`src/rtl/iter_shift_ctrl.sv`:
```
// Iterative RV32 shift sequencer (SLL/SRL/SRA), SHIFT_STEP positions per cycle.
// Optional: define ITER_SHIFT_ZERO_BYPASS_EN for single-cycle sa==0 / reserved-op completion.
module iter_shift_ctrl #(
  parameter int unsigned operand_width = 32,
  parameter int unsigned Sa_width      = 5,
  parameter int unsigned SHIFT_STEP    = 1
) (
  input  logic                     clk,
  input  logic                     rst,
  input  logic                     start_in,
  input  logic [1:0]               op_in,
  input  logic [operand_width-1:0] src_in,
  input  logic [Sa_width-1:0]      sa_in,
  input  logic                     flush_in,
  output logic                     busy_out,
  output logic                     stall_out,
  output logic                     done_out,
  output logic [operand_width-1:0] result_out
);

  // One extra bit so SHIFT_STEP == operand_width is representable
  localparam int unsigned CntW = Sa_width + 1;
  localparam logic [CntW-1:0] StepC = CntW'(SHIFT_STEP);

  localparam logic [1:0] OpSll = 2'b00;
  localparam logic [1:0] OpSrl = 2'b01;
  localparam logic [1:0] OpSra = 2'b10;
  localparam logic [1:0] OpRsv = 2'b11;

  typedef enum logic [1:0] {
    ST_IDLE  = 2'b00,
    ST_SHIFT = 2'b01,
    ST_DONE  = 2'b10
  } state_e;

  state_e                   state_q, state_d;
  logic [operand_width-1:0] acc_q, acc_d;
  logic [1:0]               op_q, op_d;
  logic [Sa_width-1:0]      cnt_q, cnt_d;
  logic [operand_width-1:0] result_q, result_d;
  logic                     done_q, done_d;
  logic                     busy_q, busy_d;
  logic                     bypass_c;
  logic                     stall_c;
  logic [CntW-1:0]          shamt_c;

  function automatic logic [operand_width-1:0] shift_acc(
    input logic [operand_width-1:0] val,
    input logic [1:0]               op,
    input logic [CntW-1:0]          amt
  );
    logic signed [operand_width-1:0] sval;
    logic [operand_width-1:0]        res;
    sval = $signed(val);
    case (op)
      OpSll:   res = val << amt;
      OpSrl:   res = val >> amt;
      OpSra:   res = operand_width'(sval >>> amt);
      default: res = val;
    endcase
    return res;
  endfunction

  // Next-state and datapath
  always_comb begin
    state_d  = state_q;
    acc_d    = acc_q;
    op_d     = op_q;
    cnt_d    = cnt_q;
    result_d = result_q;
    done_d   = 1'b0;
    bypass_c = 1'b0;
    shamt_c  = '0;

    if (flush_in) begin
      state_d = ST_IDLE;
      cnt_d   = '0;
    end else begin
      case (state_q)
        ST_IDLE: begin
          if (start_in) begin
`ifdef ITER_SHIFT_ZERO_BYPASS_EN
            if ((sa_in == '0) || (op_in == OpRsv)) begin
              bypass_c = 1'b1;
              result_d = src_in;
            end else begin
              state_d = ST_SHIFT;
              acc_d   = src_in;
              op_d    = op_in;
              cnt_d   = sa_in;
            end
`else
            state_d = ST_SHIFT;
            op_d    = op_in;
            if (op_in == OpRsv) begin
              cnt_d = '0;
            end else begin
              acc_d = src_in;
              cnt_d = sa_in;
            end
`endif
          end
        end
        ST_SHIFT: begin
          if (cnt_q == '0) begin
            state_d  = ST_DONE;
            done_d   = 1'b1;
            result_d = acc_q;
          end else begin
            shamt_c = ({1'b0, cnt_q} >= StepC) ? StepC : {1'b0, cnt_q};
            acc_d   = shift_acc(acc_q, op_q, shamt_c);
            cnt_d   = cnt_q - Sa_width'(shamt_c);
          end
        end
        ST_DONE: begin
          state_d = ST_IDLE;
        end
        default: begin
          state_d = ST_IDLE;
          cnt_d   = '0;
        end
      endcase
    end

    busy_d  = (state_d != ST_IDLE);
    stall_c = (start_in && (state_q == ST_IDLE) && !bypass_c) || (state_q == ST_SHIFT);
  end

  always_ff @(posedge clk or posedge rst) begin
    if (rst) begin
      state_q  <= ST_IDLE;
      acc_q    <= '0;
      op_q     <= '0;
      cnt_q    <= '0;
      result_q <= '0;
      done_q   <= 1'b0;
      busy_q   <= 1'b0;
    end else begin
      state_q  <= state_d;
      acc_q    <= acc_d;
      op_q     <= op_d;
      cnt_q    <= cnt_d;
      result_q <= result_d;
      done_q   <= done_d;
      busy_q   <= busy_d;
    end
  end

  assign busy_out   = busy_q;
  assign stall_out  = stall_c;
  assign result_out = result_q;
`ifdef ITER_SHIFT_ZERO_BYPASS_EN
  assign done_out   = done_q | bypass_c;
`else
  assign done_out   = done_q;
`endif

endmodule

```
`config.mk`:
```
export PLATFORM = sky130hd
export DESIGN_NAME = iter_shift_ctrl
export DESIGN_NICKNAME = d
export VERILOG_FILES = /design/src/rtl/iter_shift_ctrl.sv
export SDC_FILE = /design/constraint.sdc
export NUM_CORES = 1
export LEC_CHECK = 0
export CAP_MARGIN = 20
export CORE_AREA = 8 8 115 85
export CTS_BUF_LIST = sky130_fd_sc_hd__clkbuf_4 sky130_fd_sc_hd__clkbuf_8 sky130_fd_sc_hd__clkbuf_16
export CTS_CLUSTER_SIZE = 10
export DETAILED_ROUTE_END_ITERATION = 16
export DIE_AREA = 0 0 123 93
export PLACE_DENSITY = 0.78
export SLEW_MARGIN = 20
export SYNTH_ARGS = -nofsm -noshare
export SYNTH_HDL_FRONTEND = slang
export SYNTH_SLANG_ARGS = --single-unit
```
`constraint.sdc`:
```
create_clock -name clk -period 2.75 [get_ports clk]
set_clock_uncertainty 0.15 [all_clocks]
set_input_delay 0.275 -clock clk [delete_from_list [all_inputs] [get_ports clk]]
set_output_delay 0.275 -clock clk [all_outputs]
set_load 0.05 [all_outputs]
```
==> metrics.txt, run 1 <==
Netlist cell types=40; CP required=2.81 ns; cells on worst reg2reg path=5; # DRC=0; I/O Buffers=77; # nets final=558; Worst-path clk slew=0.06 ns; CTS tree=yes; Post-CTS Resized=0; Die H=93 um; Hold Slack=0.112 ns; CTS buffer count=9; Setup TNS=0 ns; Routed wire per std cell=18.7 um; clk_lat worst skew=0.33 ns; FF-to-FF End=acc_q[28]; FF/Latch Area=1880 sq um; Post-Synthesis Cells=443; Crit path buffers/inverters=1; Fmax=0.408 GHz; first-iteration detailed-routing DRC count=497; Syn Std Cell Area=4020 sq um; Hold-fix buffers, CTS=0; TritonRoute pass-1 iters=5; Synth-to-Final Area Change=30.1%; FF-to-FF Start=cnt_q[0]; Hold Crit Class=in -> async; slew margin rel.=0.558; most used cell along the critical path=or3_1; status=finished, final reports clean; via count=3,711; number of synthesized flops with an enable pin=0; clk sinks=75; Least-Margin Pin Slew=0.659 ns; Post-synth top cells=nand2_1, dfrtp_1, o31ai_1; vias in the first global route=3,733; Mapped Nets=490; Post-Route WL=11,600 um; reg2reg setup slack=0.30 ns; CP cell instances=or3_1 > nor3_2 > or3_1 > buf_12 > mux2_2; cell with the most instances after synthesis=nand2_1; Initial Util=0.494; crit path DAT=2.51 ns; postcts setup bufs=0; # H-tree levels=3; routed vias/inst=5.98; Hold Vio Cnt, Final=0; Seq/Total Area, Yosys=0.467; met2 wire len=5220 um; max_cap viols=0; crit end category=flip-flop; Rows=28; Max Used Layer=met4; Lkg Pwr=0.00241 uW; RSZ-0062 raised after global routing=no; Syn. warnings=0; Max VDD drop=0.000756 V; pin count of the biggest net entering global routing=58; DRT met1 WL=5380 um; post-route ant nets=0; critical path's top delay family=simple AND/OR/NAND/NOR gates; Crit-path slowest cell=or3_1; Antenna Cells=0; post-layout minimum cycle time=2.45 ns; GRT overflow=0; WL met3=893 um; synth top area cells=dfrtp_1, nand2_1, o31ai_1; Synth top area share=0.467; antenna violations before repair=0; critical path startpoint=cnt_q[0]; CP max stage delay=0.57 ns; die area=11,400 sq um; FF+latch count, synth=75; Most used DFF post-synth=dfrtp_1; CP max FO=23; fraction of layout instances using a drive strength above 1=0.116; dpl hpwl=7970 um; PwrDens=1250 nW/um^2; mean cell area of the mapped netlist=9.07 sq um; Clock Path Buffers=2; Die Wd=123 um; multi-input gate area in the final layout=1920 sq um; first-pass GRT wire length=19,200 um; critical path type=reg -> reg; core area=8130 sq um; Yosys top cell by area=dfrtp_1; number of top-level pins=78; filler instances=705; Global Route Usage Sum=0.209; crit share post-route=0.891; Max Slew Vio Count=0; routability-driven placement congestion ratio=0.873; final setup fails=0; Worst setup SP type=flip-flop; ys async rst share=1.00; CTS Root Cell=clkbuf_16
-- cell usage in the layout, fill, tap and decap left out, types with 15 or more instances in the layout --
cell type        synthesis  final
mux2_2                  15     15
buf_4                    1     17
o31ai_1                 48     48
dfrtp_1                 75     75
a221oi_1                20     20
a21o_1                  24     24
clkdlybuf4s50_1          0     77
nand2_1                114    114
nor2_1                  32     31
-- power breakdown --
part / internal (uW) / switching, uW
registers: 1600 / 425
clock network: 807 / 475
logic: 1230 / 2020
total: 3630 / 2920
-- cells by family (layout without fill, tap and decap cells) --
logic type | after synthesis | in the layout | synth area share
AOI/OAI and AO/OA | 131 | 131 | 0.244
xor gates and xnor gates | 2 | 2 | 0.00436
adders and majority gates | 4 | 4 | 0.0125
buffers and inverters | 47 | 120 | 0.0583
DFF | 75 | 75 | 0.467
muxes | 15 | 15 | 0.0421
and+or+nand+nor | 169 | 169 | 0.172
-- worst max path at each step --
stage                            to  slack (ns)  cells after the start
final                     acc_q[28]        0.30                      5
after CTS                 acc_q[28]        0.30                      5
after floorplan            acc_q[0]        0.42                      1
after global routing      acc_q[17]        0.17                      5
after detailed placement  acc_q[28]        0.27                      6
after global placement    acc_q[20]        0.33                      6
-- state kept, by name, indices dropped and copies added, names as in the netlist --
signal / flops
done_out: 1
cnt_q: 5
state_q: 2
acc_q: 32
busy_out: 1
op_q: 2
result_out: 32
-- final cells by class --
cell class | count | share of cell area
sequential | 75 | 0.359
clock inverter | 6 | 0.0172
inverter | 8 | 0.00670
multi-input combinational | 321 | 0.368
clock buffer | 10 | 0.0445
tap | 105 | 0.0251
timing repair buffer | 96 | 0.180
-- stage by stage --
stage,worst slack (ns),util,instance area (sq um),total power [uW],cells
after detailed placement,0.269,0.603,4900,5240,605
after global routing,0.173,0.643,5230,6900,621
final,0.299,0.643,5230,6550,621
after floorplan,0.415,-,4020,4190,443
after CTS,0.302,0.643,5230,6530,621
after global placement,0.333,0.603,4900,5140,605
-- worst register-to-register path, stage by stage, from the launching register on --
cell and delay (ns):
dfrtp_1 0.41, or3_1 0.57, nor3_2 0.23, or3_1 0.38, buf_12 0.23, mux2_2 0.36
-- routing by layer --
layer  global-route usage  up-vias
met5                    0        -
met4               0.0400        0
met3               0.0620       14
met2                0.313      161
met1                0.295     1814
li1                     -     1722
(Power assumes the default switching activity.)
==> inputs of run 2 (changes only) <==
--- a/config.mk
+++ b/config.mk
@@ -6,13 +6,13 @@
 export NUM_CORES = 1
 export LEC_CHECK = 0
 export CAP_MARGIN = 20
-export CORE_AREA = 8 8 115 85
+export CORE_AREA = 8 8 138 101
 export CTS_BUF_LIST = sky130_fd_sc_hd__clkbuf_4 sky130_fd_sc_hd__clkbuf_8 sky130_fd_sc_hd__clkbuf_16
 export CTS_CLUSTER_SIZE = 10
 export DETAILED_ROUTE_END_ITERATION = 16
-export DIE_AREA = 0 0 123 93
-export PLACE_DENSITY = 0.78
-export SLEW_MARGIN = 20
+export DIE_AREA = 0 0 146 109
+export REMOVE_ABC_BUFFERS = 1
+export SLEW_MARGIN = 5
 export SYNTH_ARGS = -nofsm -noshare
 export SYNTH_HDL_FRONTEND = slang
 export SYNTH_SLANG_ARGS = --single-unit
==> metrics.txt, run 2 (synthesis gave the netlist of run 1 again) <==
Clock power frac=0.208; GRT overflow=0; CP endpoint=cnt_q[4]; antenna violations before repair=0; sequential power share=0.306; post-route ant nets=0; Final Cell Area=5290 sq um; CTS tree=yes; slew margin rel.=0.554; via count=3,598; Worst-path clk slew=0.06 ns; post-layout minimum cycle time=2.52 ns; FF-to-FF End=cnt_q[4]; FF-to-FF Start=cnt_q[1]; Rows=34; # DRC=0; routed vias/inst=5.32; Fmax=0.397 GHz; Antenna Cells=0; most frequent cells in the layout=nand2_1, clkdlybuf4s50_1, dfrtp_1; status=finished, final reports clean; Least-Margin Pin Slew=0.668 ns; CP required=2.82 ns; Hold-fix buffers, CTS=0; max_cap viols=0; crit path DAT=2.59 ns; # H-tree levels=3; NetSw=2840 uW; vias in the first global route=3,754; CP max FO=10; Clock Path Buffers=2; Hold Slack=0.208 ns; commonest non-fill, non-tap cell in the layout=nand2_1; Placed Area=4940 sq um; final setup fails=0; cells on worst reg2reg path=8; core area=12,000 sq um; internal power=3720 uW; clk_lat worst skew=0.33 ns; Lkg Pwr=0.00241 uW; Hold Crit Class=in -> async; number of top-level pins=78; Finished Layout Cells=676; Initial Util=0.335; postcts setup bufs=0; dpl hpwl=8120 um; CTS buffer count=9; crit share post-route=0.916; I/O Buffers=77; critical path startpoint=cnt_q[1]; reg2reg setup slack=0.23 ns; Max VDD drop=0.000592 V; pin count of the biggest net entering global routing=36; Hold Vio Cnt, Final=0; first-pass GRT wire length=19,700 um; Routed wire per std cell=17.7 um; routability-driven placement congestion ratio=0.790; die area=15,900 sq um; clk sinks=75; critical path type=reg -> reg; Die Wd=146 um; Global Route Usage Sum=0.154; Post-CTS Resized=0; crit end category=flip-flop; Core Util, Final=0.441; Synth-to-Final Area Change=31.7%; Worst setup SP type=flip-flop; RSZ-0062 raised after global routing=no; Max Slew Vio Count=0; first-iteration detailed-routing DRC count=298; Die H=109 um; # nets final=556; Post-Route WL=11,900 um; Sw Share=0.433; combinational fraction of design power=0.486; Placed Cells=660; TritonRoute pass-1 iters=4; PwrDens=1240 nW/um^2; CTS Root Cell=clkbuf_16; fraction of layout instances using a drive strength above 1=0.115
run 2: cell count changes in the layout (fill, tap and decap cells not counted):
cell / change
clkbuf_8: +1
bufinv_16: +1
clkdlybuf4s50_1: -1
buf_12: -1
clkinv_2: +1
clkinv_4: -2
clkinvlp_4: -1
run 2: how the worst min path moves through the flow:
stage / from / endpoint / slack [ns] / depth (start not counted)
2_1_floorplan: flush_in / cnt_q[3] / 0.19 / 1
3_3_place_gp: result_out[10] / result_out[10] / 0.31 / 2
3_5_place_dp: result_out[31] / result_out[31] / 0.31 / 2
4_1_cts: rst / acc_q[17] / 0.23 / 2
5_1_grt: rst / acc_q[30] / 0.27 / 2
6_report: rst / acc_q[17] / 0.21 / 2
run 2: area by class of cell:
type	count	area, sq um
inverters	8	35.0
repair buffers	94	908
flip-flops and latches	75	1880
well taps	162	203
clock buffers	11	246
clock inverters	5	100
multi-input cells	321	1920
fillers	1181	6710
run 2: routing by layer:
metal / up-vias / share of wire / GRT usage
li1: 1721 / - / -
met1: 1724 / 0.47 / 0.206
met2: 144 / 0.44 / 0.237
met3: 9 / 0.080 / 0.0510
met4: 0 / 0.0085 / 0.0425
met5: - / 0 / 0
run 2: power groups by stage:
stage          combinational [uW]  sequential, uW  clock [uW]
5_1_grt                      3460            2080        1450
3_5_place_dp                 3190            2020           0
3_3_place_gp                 3150            2010           0
6_report                     3190            2010        1360
2_1_floorplan                1370            2730           0
4_1_cts                      3210            2000        1390
run 2: critical path: stages, from the launching register on:
cell,delay [ns]
dfrtp_1,0.45
or3_1,0.39
nor2_1,0.16
or2_2,0.31
ha_1,0.22
nor4_1,0.24
xnor2_1,0.17
o21ai_0,0.10
a32o_1,0.22
run 2: per-stage QoR:
step | setup WS, ns | setup TNS, ns | total power, uW
after floorplan | -1.52 | -45.15 | 4100
after CTS | 0.242 | 0 | 6610
after detailed placement | 0.303 | 0 | 5210
final | 0.232 | 0 | 6560
after global routing | 0.0729 | 0 | 6990
after global placement | 0.432 | 0 | 5160
==> inputs of run 3 (changes only) <==
--- a/config.mk
+++ b/config.mk
@@ -6,11 +6,11 @@
 export NUM_CORES = 1
 export LEC_CHECK = 0
 export CAP_MARGIN = 20
-export CORE_AREA = 8 8 138 101
+export CORE_AREA = 2 2 132 95
 export CTS_BUF_LIST = sky130_fd_sc_hd__clkbuf_4 sky130_fd_sc_hd__clkbuf_8 sky130_fd_sc_hd__clkbuf_16
 export CTS_CLUSTER_SIZE = 10
 export DETAILED_ROUTE_END_ITERATION = 16
-export DIE_AREA = 0 0 146 109
+export DIE_AREA = 0 0 134 97
 export REMOVE_ABC_BUFFERS = 1
 export SLEW_MARGIN = 5
 export SYNTH_ARGS = -nofsm -noshare
==> metrics.txt, run 3 (synthesis gave the netlist of run 1 again) <==
Die Wd=134 um; PwrDens=1230 nW/um^2; pin count of the biggest net entering global routing=34; Worst setup SP type=flip-flop; RSZ-0062 raised after global routing=no; internal power=3600 uW; postcts setup bufs=0; Hold-fix buffers, CTS=0; combinational fraction of design power=0.491; slew margin rel.=0.535; crit end category=flip-flop; die area=13,000 sq um; I/O Buffers=77; FF-to-FF End=cnt_q[4]; Antenna Cells=0; crit path DAT=2.58 ns; vias in the first global route=3,494; CP max FO=10; dpl hpwl=7700 um; routability-driven placement congestion ratio=0.850; clk sinks=75; first-iteration detailed-routing DRC count=190; CTS Root Cell=clkbuf_16; NetSw=2850 uW; Finished Layout Cells=668; post-route ant nets=0; Clock Path Buffers=2; CTS tree=yes; Routed wire per std cell=17.4 um; Post-CTS Resized=0; Max Slew Vio Count=0; Hold Crit Class=in -> async; CTS buffer count=9; Die H=97 um; Tot Pwr=6440 uW; Crit path buffers/inverters=0; # H-tree levels=3; number of top-level pins=78; Rows=33; CP required=2.82 ns; fraction of layout instances using a drive strength above 1=0.108; Fmax=0.399 GHz; CP cell instances=or3_1 > nor2_1 > or2_2 > ha_1 > nor4_1 > xnor2_1 > o21ai_0 > a32o_1; antenna violations before repair=0; # nets final=554; Final Cell Area=5240 sq um; reg2reg setup slack=0.24 ns; Core Util, Final=0.452; Initial Util=0.346; Placed Cells=653; GRT overflow=0; commonest non-fill, non-tap cell in the layout=nand2_1; clk_lat worst skew=0.33 ns; filler instances=1,102; Global Route Usage Sum=0.184; max_cap viols=0; Lkg Pwr=0.00238 uW; critical path type=reg -> reg; final setup fails=0; Synth-to-Final Area Change=30.5%; sequential power share=0.313; Max VDD drop=0.000422 V; Placed Area=4930 sq um; status=finished, final reports clean; critical path's top delay family=simple AND/OR/NAND/NOR gates; crit share post-route=0.912; Crit-path slowest cell=dfrtp_1; Post-Route WL=11,600 um; FF-to-FF Start=cnt_q[2]; first-pass GRT wire length=19,000 um; Sw Share=0.442; post-layout minimum cycle time=2.51 ns; core area=11,600 sq um; via count=3,614; Hold Vio Cnt, Final=0; routed vias/inst=5.41; Clock power frac=0.196; cells on worst reg2reg path=8; CP max stage delay=0.44 ns; # DRC=0; Setup TNS=0 ns; Worst-path clk slew=0.06 ns; Least-Margin Pin Slew=0.694 ns; TritonRoute pass-1 iters=4; most frequent cells in the layout=nand2_1, clkdlybuf4s50_1, dfrtp_1
## run 3: stage by stage
stage,worst slack [ns],hold WS [ns]
3_5_place_dp,0.248,0.314
4_1_cts,0.247,0.224
3_3_place_gp,0.397,0.309
5_1_grt,0.0359,0.260
2_1_floorplan,-1.52,0.191
6_report,0.243,0.212
## run 3: how the worst max path moves through the flow
stage	startpoint	end	slack, ns	cells after the start
after detailed placement	cnt_q[1]	cnt_q[4]	0.25	8
after floorplan	state_q[1]	acc_q[0]	-1.52	4
final	cnt_q[2]	cnt_q[4]	0.24	8
after CTS	cnt_q[1]	cnt_q[4]	0.25	8
after global placement	cnt_q[1]	cnt_q[4]	0.40	8
after global routing	cnt_q[2]	cnt_q[4]	0.04	8
## run 3: layer usage
layer  wire, um  track usage  vias to the layer above  part of all wire
li1           -            -                     1714                 -
met1       6000        0.280                     1780              0.52
met2       4940        0.264                      111              0.43
met3        587       0.0419                        9             0.051
met4         65       0.0385                        0            0.0056
met5          0            0                        -                 0
## run 3: power by group through the flow
| stage | registers [uW] | clock network (uW) | logic, uW |
|---|---|---|---|
| floorplan | 2730 | 0 | 1370 |
| global placement | 2010 | 0 | 3110 |
| detailed placement | 2030 | 0 | 3150 |
| CTS | 2010 | 1290 | 3160 |
| global route | 2090 | 1350 | 3390 |
| finish | 2020 | 1270 | 3160 |
## run 3: layout make-up
type                    instances  area (sq um)  share of cell area
clock inverters                 5          77.6              0.0148
multi-input cells             321          1920               0.367
repair buffers                 92           896               0.171
inverters                       8          35.0             0.00668
clock buffers                  10           239              0.0456
flip-flops and latches         75          1880               0.358
well taps                     157           196              0.0375
